File: config.mk
export PLATFORM = sky130hd
export DESIGN_NAME = cpu_control_fsm
export DESIGN_NICKNAME = d
export VERILOG_FILES = /design/src/rtl/ctrl_pkg.sv /design/src/rtl/mem_wait_timer.sv /design/src/rtl/cpu_control_fsm.sv
export SDC_FILE = /design/constraint.sdc
export NUM_CORES = 1
export LEC_CHECK = 0
export ABC_CLOCK_PERIOD_IN_PS = 2840
export CORE_ASPECT_RATIO = 0.75
export CORE_MARGIN = 3
export CORE_UTILIZATION = 40
export CTS_CLUSTER_DIAMETER = 120
export DETAILED_ROUTE_END_ITERATION = 10
export GPL_ROUTABILITY_DRIVEN = 0
export MAX_ROUTING_LAYER = met4
export PLACE_DENSITY = 0.89
export SLEW_MARGIN = 20
export SYNTH_ARGS = -nofsm -noshare
export SYNTH_HDL_FRONTEND = slang
export SYNTH_HIERARCHICAL = 1
export SYNTH_SLANG_ARGS = --single-unit
File: constraint.sdc
create_clock -name clk -period 2.84 [get_ports clk]
set_input_delay 0.568 -clock clk [delete_from_list [all_inputs] [get_ports clk]]
set_output_delay 0.568 -clock clk [all_outputs]
set_load 0.05 [all_outputs]
File: src/rtl/ctrl_pkg.sv
// Shared control encodings for the multi-cycle CPU sequencer: opcodes, FSM
// state codes, ALU operation codes and the opcode decode helper.
package ctrl_pkg;

    localparam logic [3:0] OP_NOP  = 4'h0;
    localparam logic [3:0] OP_ADD  = 4'h1;
    localparam logic [3:0] OP_SUB  = 4'h2;
    localparam logic [3:0] OP_AND  = 4'h3;
    localparam logic [3:0] OP_OR   = 4'h4;
    localparam logic [3:0] OP_ADDI = 4'h5;
    localparam logic [3:0] OP_LW   = 4'h6;
    localparam logic [3:0] OP_SW   = 4'h7;
    localparam logic [3:0] OP_BEQ  = 4'h8;
    localparam logic [3:0] OP_J    = 4'h9;
    localparam logic [3:0] OP_HALT = 4'hF;

    localparam logic [2:0] ALU_ADD = 3'd0;
    localparam logic [2:0] ALU_SUB = 3'd1;
    localparam logic [2:0] ALU_AND = 3'd2;
    localparam logic [2:0] ALU_OR  = 3'd3;

    typedef logic [2:0] state_t;

    localparam state_t ST_IDLE   = 3'd0;
    localparam state_t ST_FETCH  = 3'd1;
    localparam state_t ST_DECODE = 3'd2;
    localparam state_t ST_EXEC   = 3'd3;
    localparam state_t ST_MEM    = 3'd4;
    localparam state_t ST_WB     = 3'd5;
    localparam state_t ST_HALT   = 3'd6;
    localparam state_t ST_ERROR  = 3'd7;

    typedef struct packed {
        logic       legal;
        logic [2:0] alu_op;
        logic       alu_src_imm;
        logic       wb_sel_mem;
    } dec_t;

    // Address generation for LW/SW uses ADD; BEQ compares via SUB.
    function automatic dec_t decode_op(input logic [3:0] op);
        dec_t d;
        d = '{legal: 1'b1, alu_op: ALU_ADD, alu_src_imm: 1'b0, wb_sel_mem: 1'b0};
        case (op)
            OP_NOP, OP_ADD, OP_J, OP_HALT: ;
            OP_SUB, OP_BEQ: d.alu_op = ALU_SUB;
            OP_AND:         d.alu_op = ALU_AND;
            OP_OR:          d.alu_op = ALU_OR;
            OP_ADDI, OP_SW: d.alu_src_imm = 1'b1;
            OP_LW: begin
                d.alu_src_imm = 1'b1;
                d.wb_sel_mem  = 1'b1;
            end
            default:        d.legal = 1'b0;
        endcase
        return d;
    endfunction

endpackage

File: src/rtl/mem_wait_timer.sv
// Watchdog for a pending memory request: counts waiting cycles since the last
// clear and flags expiry on the MEM_TIMEOUT-th cycle without an ack.
module mem_wait_timer #(
    parameter int MEM_TIMEOUT = 16
) (
    input  logic clk,
    input  logic reset,
    input  logic clear,
    input  logic enable,
    output logic expired
);

    localparam int W = (MEM_TIMEOUT < 1) ? 1 : $clog2(MEM_TIMEOUT + 1);
    localparam logic [W-1:0] LIMIT = W'(MEM_TIMEOUT - 1);

    logic [W-1:0] count_q;
    logic [W-1:0] count_d;

    // count_q holds how many cycles have already been waited before this one.
    assign expired = (count_q == LIMIT);

    always_comb begin
        count_d = count_q;
        if (clear) begin
            count_d = '0;
        end else if (enable && !expired) begin
            count_d = count_q + W'(1);
        end
    end

    // NOTE: sequential state updates use non-blocking assignments so every flop
    // samples the pre-edge values; combinational blocks use blocking ones.
    always_ff @(posedge clk or posedge reset) begin
        if (reset) begin
            count_q <= '0;
        end else begin
            count_q <= count_d;
        end
    end

endmodule

File: src/rtl/cpu_control_fsm.sv
// Multi-cycle instruction sequencer: FETCH/DECODE/EXEC/MEM/WB with PC strobes,
// register write control and watchdog-guarded memory handshakes.
module cpu_control_fsm #(
    parameter int MEM_TIMEOUT = 16
) (
    input  logic        clk,
    input  logic        reset,
    input  logic        start,
    input  logic [31:0] instr,
    output logic        imem_req,
    input  logic        imem_ack,
    output logic        dmem_req,
    output logic        dmem_we,
    input  logic        dmem_ack,
    output logic        ir_load,
    output logic [2:0]  alu_op,
    output logic        alu_src_imm,
    output logic        reg_write,
    output logic        wb_sel_mem,
    output logic        pc_en,
    output logic        is_branch,
    output logic        is_jump,
    output logic        halted,
    output logic        error
);

    import ctrl_pkg::*;

    state_t     state_q;
    state_t     state_d;
    logic [3:0] opcode_q;
    logic [3:0] opcode_d;
    dec_t       dec;
    logic       waiting;
    logic       timer_clear;
    logic       timer_expired;
    logic       in_instr;
    logic       unused_instr;

    // Only the opcode field is consumed here; operands go to the datapath.
    assign unused_instr = ^instr[27:0];

    assign dec = decode_op(opcode_q);

    // NOTE: every always_comb output gets a default first, so no path through
    // the case statements can leave a value held and infer a latch.
    always_comb begin
        state_d  = state_q;
        opcode_d = opcode_q;
        case (state_q)
            ST_IDLE: begin
                if (start) state_d = ST_FETCH;
            end
            ST_FETCH: begin
                if (imem_ack) begin
                    opcode_d = instr[31:28];
                    state_d  = ST_DECODE;
                end else if (timer_expired) begin
                    state_d = ST_ERROR;
                end
            end
            ST_DECODE: begin
                if (!dec.legal) begin
                    state_d = ST_ERROR;
                end else if (opcode_q == OP_HALT) begin
                    state_d = ST_HALT;
                end else begin
                    state_d = ST_EXEC;
                end
            end
            ST_EXEC: begin
                case (opcode_q)
                    OP_NOP, OP_BEQ, OP_J: state_d = ST_FETCH;
                    OP_LW, OP_SW:         state_d = ST_MEM;
                    default:              state_d = ST_WB;
                endcase
            end
            ST_MEM: begin
                if (dmem_ack) begin
                    state_d = (opcode_q == OP_SW) ? ST_FETCH : ST_WB;
                end else if (timer_expired) begin
                    state_d = ST_ERROR;
                end
            end
            ST_WB:    state_d = ST_FETCH;
            ST_HALT:  state_d = ST_HALT;
            ST_ERROR: state_d = ST_ERROR;
            default:  state_d = ST_ERROR;
        endcase
    end

    // The watchdog restarts on every state entry, so FETCH and MEM share it.
    assign waiting     = (state_q == ST_FETCH) || (state_q == ST_MEM);
    assign timer_clear = (state_d != state_q) || !waiting;

    mem_wait_timer #(
        .MEM_TIMEOUT (MEM_TIMEOUT)
    ) u_mem_wait_timer (
        .clk     (clk),
        .reset   (reset),
        .clear   (timer_clear),
        .enable  (waiting),
        .expired (timer_expired)
    );

    always_ff @(posedge clk or posedge reset) begin
        if (reset) begin
            state_q  <= ST_IDLE;
            opcode_q <= OP_NOP;
        end else begin
            state_q  <= state_d;
            opcode_q <= opcode_d;
        end
    end

    // Outputs decode the registered state so an async reset clears them at once.
    assign in_instr = (state_q == ST_DECODE) || (state_q == ST_EXEC) ||
                      (state_q == ST_MEM)    || (state_q == ST_WB);

    assign imem_req    = (state_q == ST_FETCH);
    assign ir_load     = (state_q == ST_FETCH) && imem_ack;
    assign dmem_req    = (state_q == ST_MEM);
    assign dmem_we     = (state_q == ST_MEM) && (opcode_q == OP_SW);
    assign alu_op      = in_instr ? dec.alu_op : ALU_ADD;
    assign alu_src_imm = in_instr && dec.alu_src_imm;
    assign wb_sel_mem  = in_instr && dec.wb_sel_mem;
    assign reg_write   = (state_q == ST_WB);
    assign is_branch   = (state_q == ST_EXEC) && (opcode_q == OP_BEQ);
    assign is_jump     = (state_q == ST_EXEC) && (opcode_q == OP_J);
    assign halted      = (state_q == ST_HALT);
    assign error       = (state_q == ST_ERROR);

    // Exactly one retirement strobe per instruction, whichever state retires it.
    assign pc_en = (state_q == ST_WB) ||
                   ((state_q == ST_EXEC) && ((opcode_q == OP_NOP) ||
                                             (opcode_q == OP_BEQ) ||
                                             (opcode_q == OP_J))) ||
                   ((state_q == ST_MEM) && dmem_ack && (opcode_q == OP_SW));

endmodule

==> results of run 1 <==
-- cell usage after synthesis, types with 2 or more instances --
cell	number	share of area, %
a211oi_1	3	2.2
nand2_1	2	0.72
nor2b_1	2	1.2
xor2_1	2	1.7
nor4_1	3	1.8
nor3b_1	3	2.2
and3_1	2	1.2
mux2i_1	2	1.9
nor2_1	15	5.4
nand2b_1	2	1.2
o21bai_1	2	1.4
mux2_2	3	3.2
xnor2_1	2	1.7
o221ai_2	2	2.9
o21ai_0	5	2.4
clkbuf_1	3	1.1
a21oi_1	2	0.96
dfrtp_1	12	29
nand3_1	2	0.96
and2_1	2	1.2
buf_6	2	2.2
inv_1	7	2.5
nand4_1	3	1.8
buf_2	3	1.4
nor3_1	5	2.4
ha_1	5	6.0
-- logic make-up (layout without fill, tap and decap cells) --
group / count (synthesis) / count (layout) / share of synthesized area (%)
buffers and inverters: 16 / 36 / 7.93
xor gates and xnor gates: 4 / 4 / 3.37
adders and majority gates: 5 / 5 / 6.01
DFF: 12 / 12 / 28.8
AOI/OAI and AO/OA: 21 / 21 / 17.3
and+or+nand+nor: 51 / 51 / 29.9
muxes: 6 / 6 / 6.25
other: 1 / 1 / 0.360
-- cell type report --
type,count,area (um2),share of cell area [%]
Timing Repair Buffer,25,260,19.6
Tap cell,34,42.5,3.20
Inverter,7,26.3,1.98
Clock buffer,4,36.3,2.73
Multi-Input combinational cell,88,664,50.0
Sequential cell,12,300,22.6
-- per-layer routing --
metal	up-vias	global-route usage, %	share of wire, %
met2	25	26.7	48
met4	0	6.32	0.59
met1	460	20.4	47
met5	-	-	0
met3	2	2.01	4.2
li1	455	-	-
-- worst paths after layout --
check	to	startpoint	slack, ps	depth (start not counted)
worst min register to register	u_mem_wait_timer/count_q[1]	u_mem_wait_timer/count_q[1]	570	2
max in group asynchronous	state_q[1]	reset	2080	2
worst max register to register	u_mem_wait_timer/count_q[3]	state_q[1]	340	7
worst min-delay path	u_mem_wait_timer/count_q[3]	reset	540	2
worst max-delay path	is_jump	state_q[2]	90	5
min in group clk	u_mem_wait_timer/count_q[1]	u_mem_wait_timer/count_q[1]	570	2
-- metrics by stage --
stage | setup slack, ps | total power (W) | std cells | instance area, um2 | hold WS, ps
2_1_floorplan | 178 | 0.00118 | 116 | 1050 | 347
3_3_place_gp | 395 | 0.00139 | 166 | 1290 | 535
3_5_place_dp | 332 | 0.00143 | 166 | 1290 | 567
4_1_cts | 27.7 | 0.00157 | 170 | 1320 | 542
5_1_grt | 1.64 | 0.00168 | 170 | 1330 | 554
6_report | 86.9 | 0.00157 | 170 | 1330 | 539
-- worst max-delay path, cell delays in order (launching register included) --
cell and delay [ps]:
dfrtp_1 480, buf_4 210, nor2b_1 150, nand4_1 130, nor2_1 130, clkdlybuf4s50_1 810
-- state kept, by name, summed over array words and instances, names as in the netlist --
| signal | count |
|---|---|
| opcode_q | 4 |
| u_mem_wait_timer/count_q | 5 |
| state_q | 3 |
-- report_power, final --
part	total (W)	switching, W	internal [W]
logic	0.00107	0.000615	0.000460
registers	0.000366	0.000139	0.000227
clock network	0.000130	0.0000519	0.0000778
==> flow_metrics.tcl, run 1 <==
set metrics [dict create \
    status "completed" \
    ys.flop_type "dfrtp_1" \
    routed_wl_um 2360 \
    min_period_over_period_pct 96.9 \
    powerDensity_nw_per_um2 1180 \
    antenna_found_initial 0 \
    postCtsHoldBufs 0 \
    fp.dieH_um 50.2 \
    core_um2 2380 \
    report.final.slew_viol_count 0 \
    grt_pass1_wl_um 4090 \
    clk_latency_ps 260 \
    clock-root-buffer "clkbuf_4" \
    ios 52 \
    vias 942 \
    required_ps 2270 \
    fin_util_pct 55.8 \
    drv_cap 0 \
    gr-total-overflow 0 \
    synth_edf_count 0 \
    worstSetupPathType "reg -> out" \
    via_per_inst 5.54 \
    clock-skew-final_ps 3.63 \
    fillerInstances 206 \
    dp_hpwl_um 1890 \
    clock-sinks 12 \
    cts_buffers 3 \
    grt_max_degree 14 \
    nets 179 \
    wl_per_cell_um 13.9 \
    clock.fmax_mhz 363 \
    cts_tree "done" \
    ys_warn_count 6 \
    async_flop_share_pct 100 \
    leakagePower_nw 0.600 \
    synth.yosys.seq_area_share_pct 28.8 \
    min_path_type "in -> async" \
    mostFrequentLayoutCells "15 x nor2_1, 13 x clkdlybuf4s50_1, 12 x dfrtp_1" \
    die-area_um2 3260 \
    cp_max_fo 7 \
    grtUsageTotal_pct 16.2 \
    row_count 15 \
    area_growth_pct 27.8 \
    hold_viol 0 \
    final_common_cell "nor2_1" \
    synth_cells 116 \
    drc_errors 0 \
    min_period_ps 2750 \
    rsz0062_at_grt "false" \
    drive_above_1_share_pct 18.4 \
    grt_pass1_vias 910 \
    ys_seq_elements 12 \
    cp.arrival_ps 2190 \
    tns_ps 0 \
    worstMarginPinSlew_ps 557 \
    ir_drop_mv 0.369 \
    post-cts-setup-buffer-count 0 \
    crit_path_start_kind "flip-flop" \
    post_cts_resized 0 \
    clk_pin_slew_ps 70 \
    syn_avg_cell_area_um2 8.97 \
    htreeDepth 1 \
    setup_viol 0 \
    synth_area_um2 1040 \
    start_util_pct 43.7 \
    ys_types 46 \
    synth_nets 158 \
    postRouteAntennaNets 0 \
    slew_headroom_pct 62.5 \
    io_buffers 22 \
    n_antenna_cell 0 \
    end_kind "primary output" \
    drt_iter0_markers 60 \
    cts_buffer_depth 2 \
    die_w_um 64.9 \
    firstDrtPassIters 4 \
]
(Power assumes the default switching activity.)
==> run 2: changes to the inputs <==
Settings changed: ABC_CLOCK_PERIOD_IN_PS 2840 to 2720, CTS_CLUSTER_SIZE from default to 16.
Clock period 2.84 ns to 2.72 ns, I/O delays scaled along.
==> run 2 against run 1 <==
Against the previous run: critical endpoint is now imem_req; sequential power is essentially flat; count of clock-buffer cells in the layout decreased by 1; power is 8.1% higher; critical path depth is 2 lower; first-iteration DRC count rose by 35%; design area up 2.4%; hold slack worse by 32 ps; sequential share of layout area fell by 0.52 points; combinational power increased by 15%; non-clock buffer count up 2.
==> flow_metrics.tcl, run 2 (synthesized netlist as in run 1, its figures left out) <==
set metrics [dict create \
    slew_headroom_pct 65.8 \
    wl_met1_um 1150 \
    core_um2 2380 \
    rsz0062_at_grt "false" \
    clk_latency_ps 260 \
    vias 922 \
    min_period_over_period_pct 97.5 \
    fp.dieH_um 50.2 \
    powerDensity_nw_per_um2 1250 \
    dp_cells 168 \
    required_ps 2180 \
    largest_reg_flops 5 \
    wl_per_cell_um 13.9 \
    clock-root-buffer "clkbuf_4" \
    hold_viol 0 \
    grtUsageTotal_pct 16.1 \
    cp.arrival_ps 2110 \
    status "completed" \
    routed-wl-met2_um 1070 \
    setup_viol 0 \
    clock-sinks 12 \
    seq_area_um2 300 \
    row_count 15 \
    drt_iter0_markers 81 \
    top_regs "u_mem_wait_timer/count_q: 5 flops, opcode_q: 4 flops, state_q: 3 flops" \
    min_period_ps 2650 \
    die_w_um 64.9 \
    end_kind "primary output" \
    io_buffers 22 \
    drv_cap 0 \
    area_growth_pct 30.8 \
    multiInputGateArea_um2 664 \
    final_common_cell "nor2_1" \
    tns_ps 0 \
    cp_max_fo 10 \
    largest_register "u_mem_wait_timer/count_q" \
    wl_met3_um 124 \
    post_cts_resized 0 \
    grt_pass1_vias 902 \
    mostFrequentLayoutCells "15 x nor2_1, 12 x dfrtp_1, 11 x clkdlybuf4s50_1" \
    antenna_found_initial 0 \
    fillerInstances 214 \
    cts_tree "done" \
    worstSetupPathType "reg -> out" \
    post-cts-setup-buffer-count 0 \
    leakagePower_nw 0.571 \
    die-area_um2 3260 \
    report.final.slew_viol_count 0 \
    drc_errors 0 \
    cts_buffer_depth 2 \
    start_util_pct 43.7 \
    routed_wl_um 2380 \
    crit_path_start_kind "flip-flop" \
    critPathMaxStageDelay_ps 860 \
    cts_buffers 3 \
    clk_pin_slew_ps 80 \
    nets 181 \
    drive_above_1_share_pct 22.6 \
    grt_pass1_wl_um 4140 \
    stdcell_count 171 \
    via_per_inst 5.39 \
    postCtsHoldBufs 0 \
    postRouteAntennaNets 0 \
    firstDrtPassIters 4 \
    clock-skew-final_ps 17.9 \
    dr.max_layer_used "met4" \
    htreeDepth 1 \
    ios 52 \
    gr-total-overflow 0 \
    clock.fmax_mhz 377 \
    ir_drop_mv 0.399 \
    n_antenna_cell 0 \
    min_path_type "in -> async" \
    worstMarginPinSlew_ps 508 \
    slowest_stage "clkdlybuf4s50_1" \
    dp_hpwl_um 1930 \
    crit_chain "buf_4, nor3b_4, clkdlybuf4s50_1" \
    grt_max_degree 12 \
]
-- run 2: cell count changes in the layout (fill, tap and decap cells not counted), sizes merged --
cell and change:
dlymetal6s2s -3, clkbuf -1, clkdlybuf4s50 -2, buf +7
-- run 2: power breakdown --
part / internal [W] / leakage [nW] / switching (W)
combinational: 0.000551 / 0.404 / 0.000678
clock: 0.0000508 / 0.0138 / 0.0000516
sequential: 0.000238 / 0.154 / 0.000128
-- run 2: layout make-up --
cell class	instances	share of cell area [%]
timing repair buffer	27	22.4
sequential	12	22.1
clock buffer	3	1.65
tap	34	3.12
multi-input combinational	88	48.8
inverter	7	1.93
-- run 2: worst max-delay path: cells and delay by family (launching register included) --
| kind | cells | cell delay, ps |
|---|---|---|
| buffers and inverters | 2 | 1080 |
| AND/OR/NAND/NOR | 1 | 270 |
| flip-flops | 1 | 510 |
-- run 2: path summary, 6_finish.rpt --
kind / start / end / slack (ps) / cells past startpoint
setup / recovery: state_q[2] / imem_req / 70 / 3
hold / removal: reset / u_mem_wait_timer/count_q[3] / 510 / 2
setup reg to reg: state_q[2] / u_mem_wait_timer/count_q[3] / 280 / 7
hold reg to reg: u_mem_wait_timer/count_q[2] / u_mem_wait_timer/count_q[2] / 580 / 2
max in group asynchronous: reset / opcode_q[3] / 1980 / 2
min in group clk: u_mem_wait_timer/count_q[2] / u_mem_wait_timer/count_q[2] / 580 / 2
-- run 2: metal layers --
layer  vias up  GRT usage [%]
met1       431           22.1
met4         0           4.21
met2        31           25.6
met5         -              -
met3         4           1.57
li1        456              -
-- run 2: stage by stage --
stage	setup WS [ps]	power [W]	utilization, %	hold WS (ps)	instance area, um2
2_1_floorplan	82.4	0.00123	-	323	1050
3_3_place_gp	374	0.00154	56.2	534	1340
3_5_place_dp	301	0.00159	56.2	566	1340
4_1_cts	76.2	0.00169	57.1	527	1360
5_1_grt	23.2	0.00180	57.1	549	1360
6_report	67.2	0.00170	57.1	507	1360
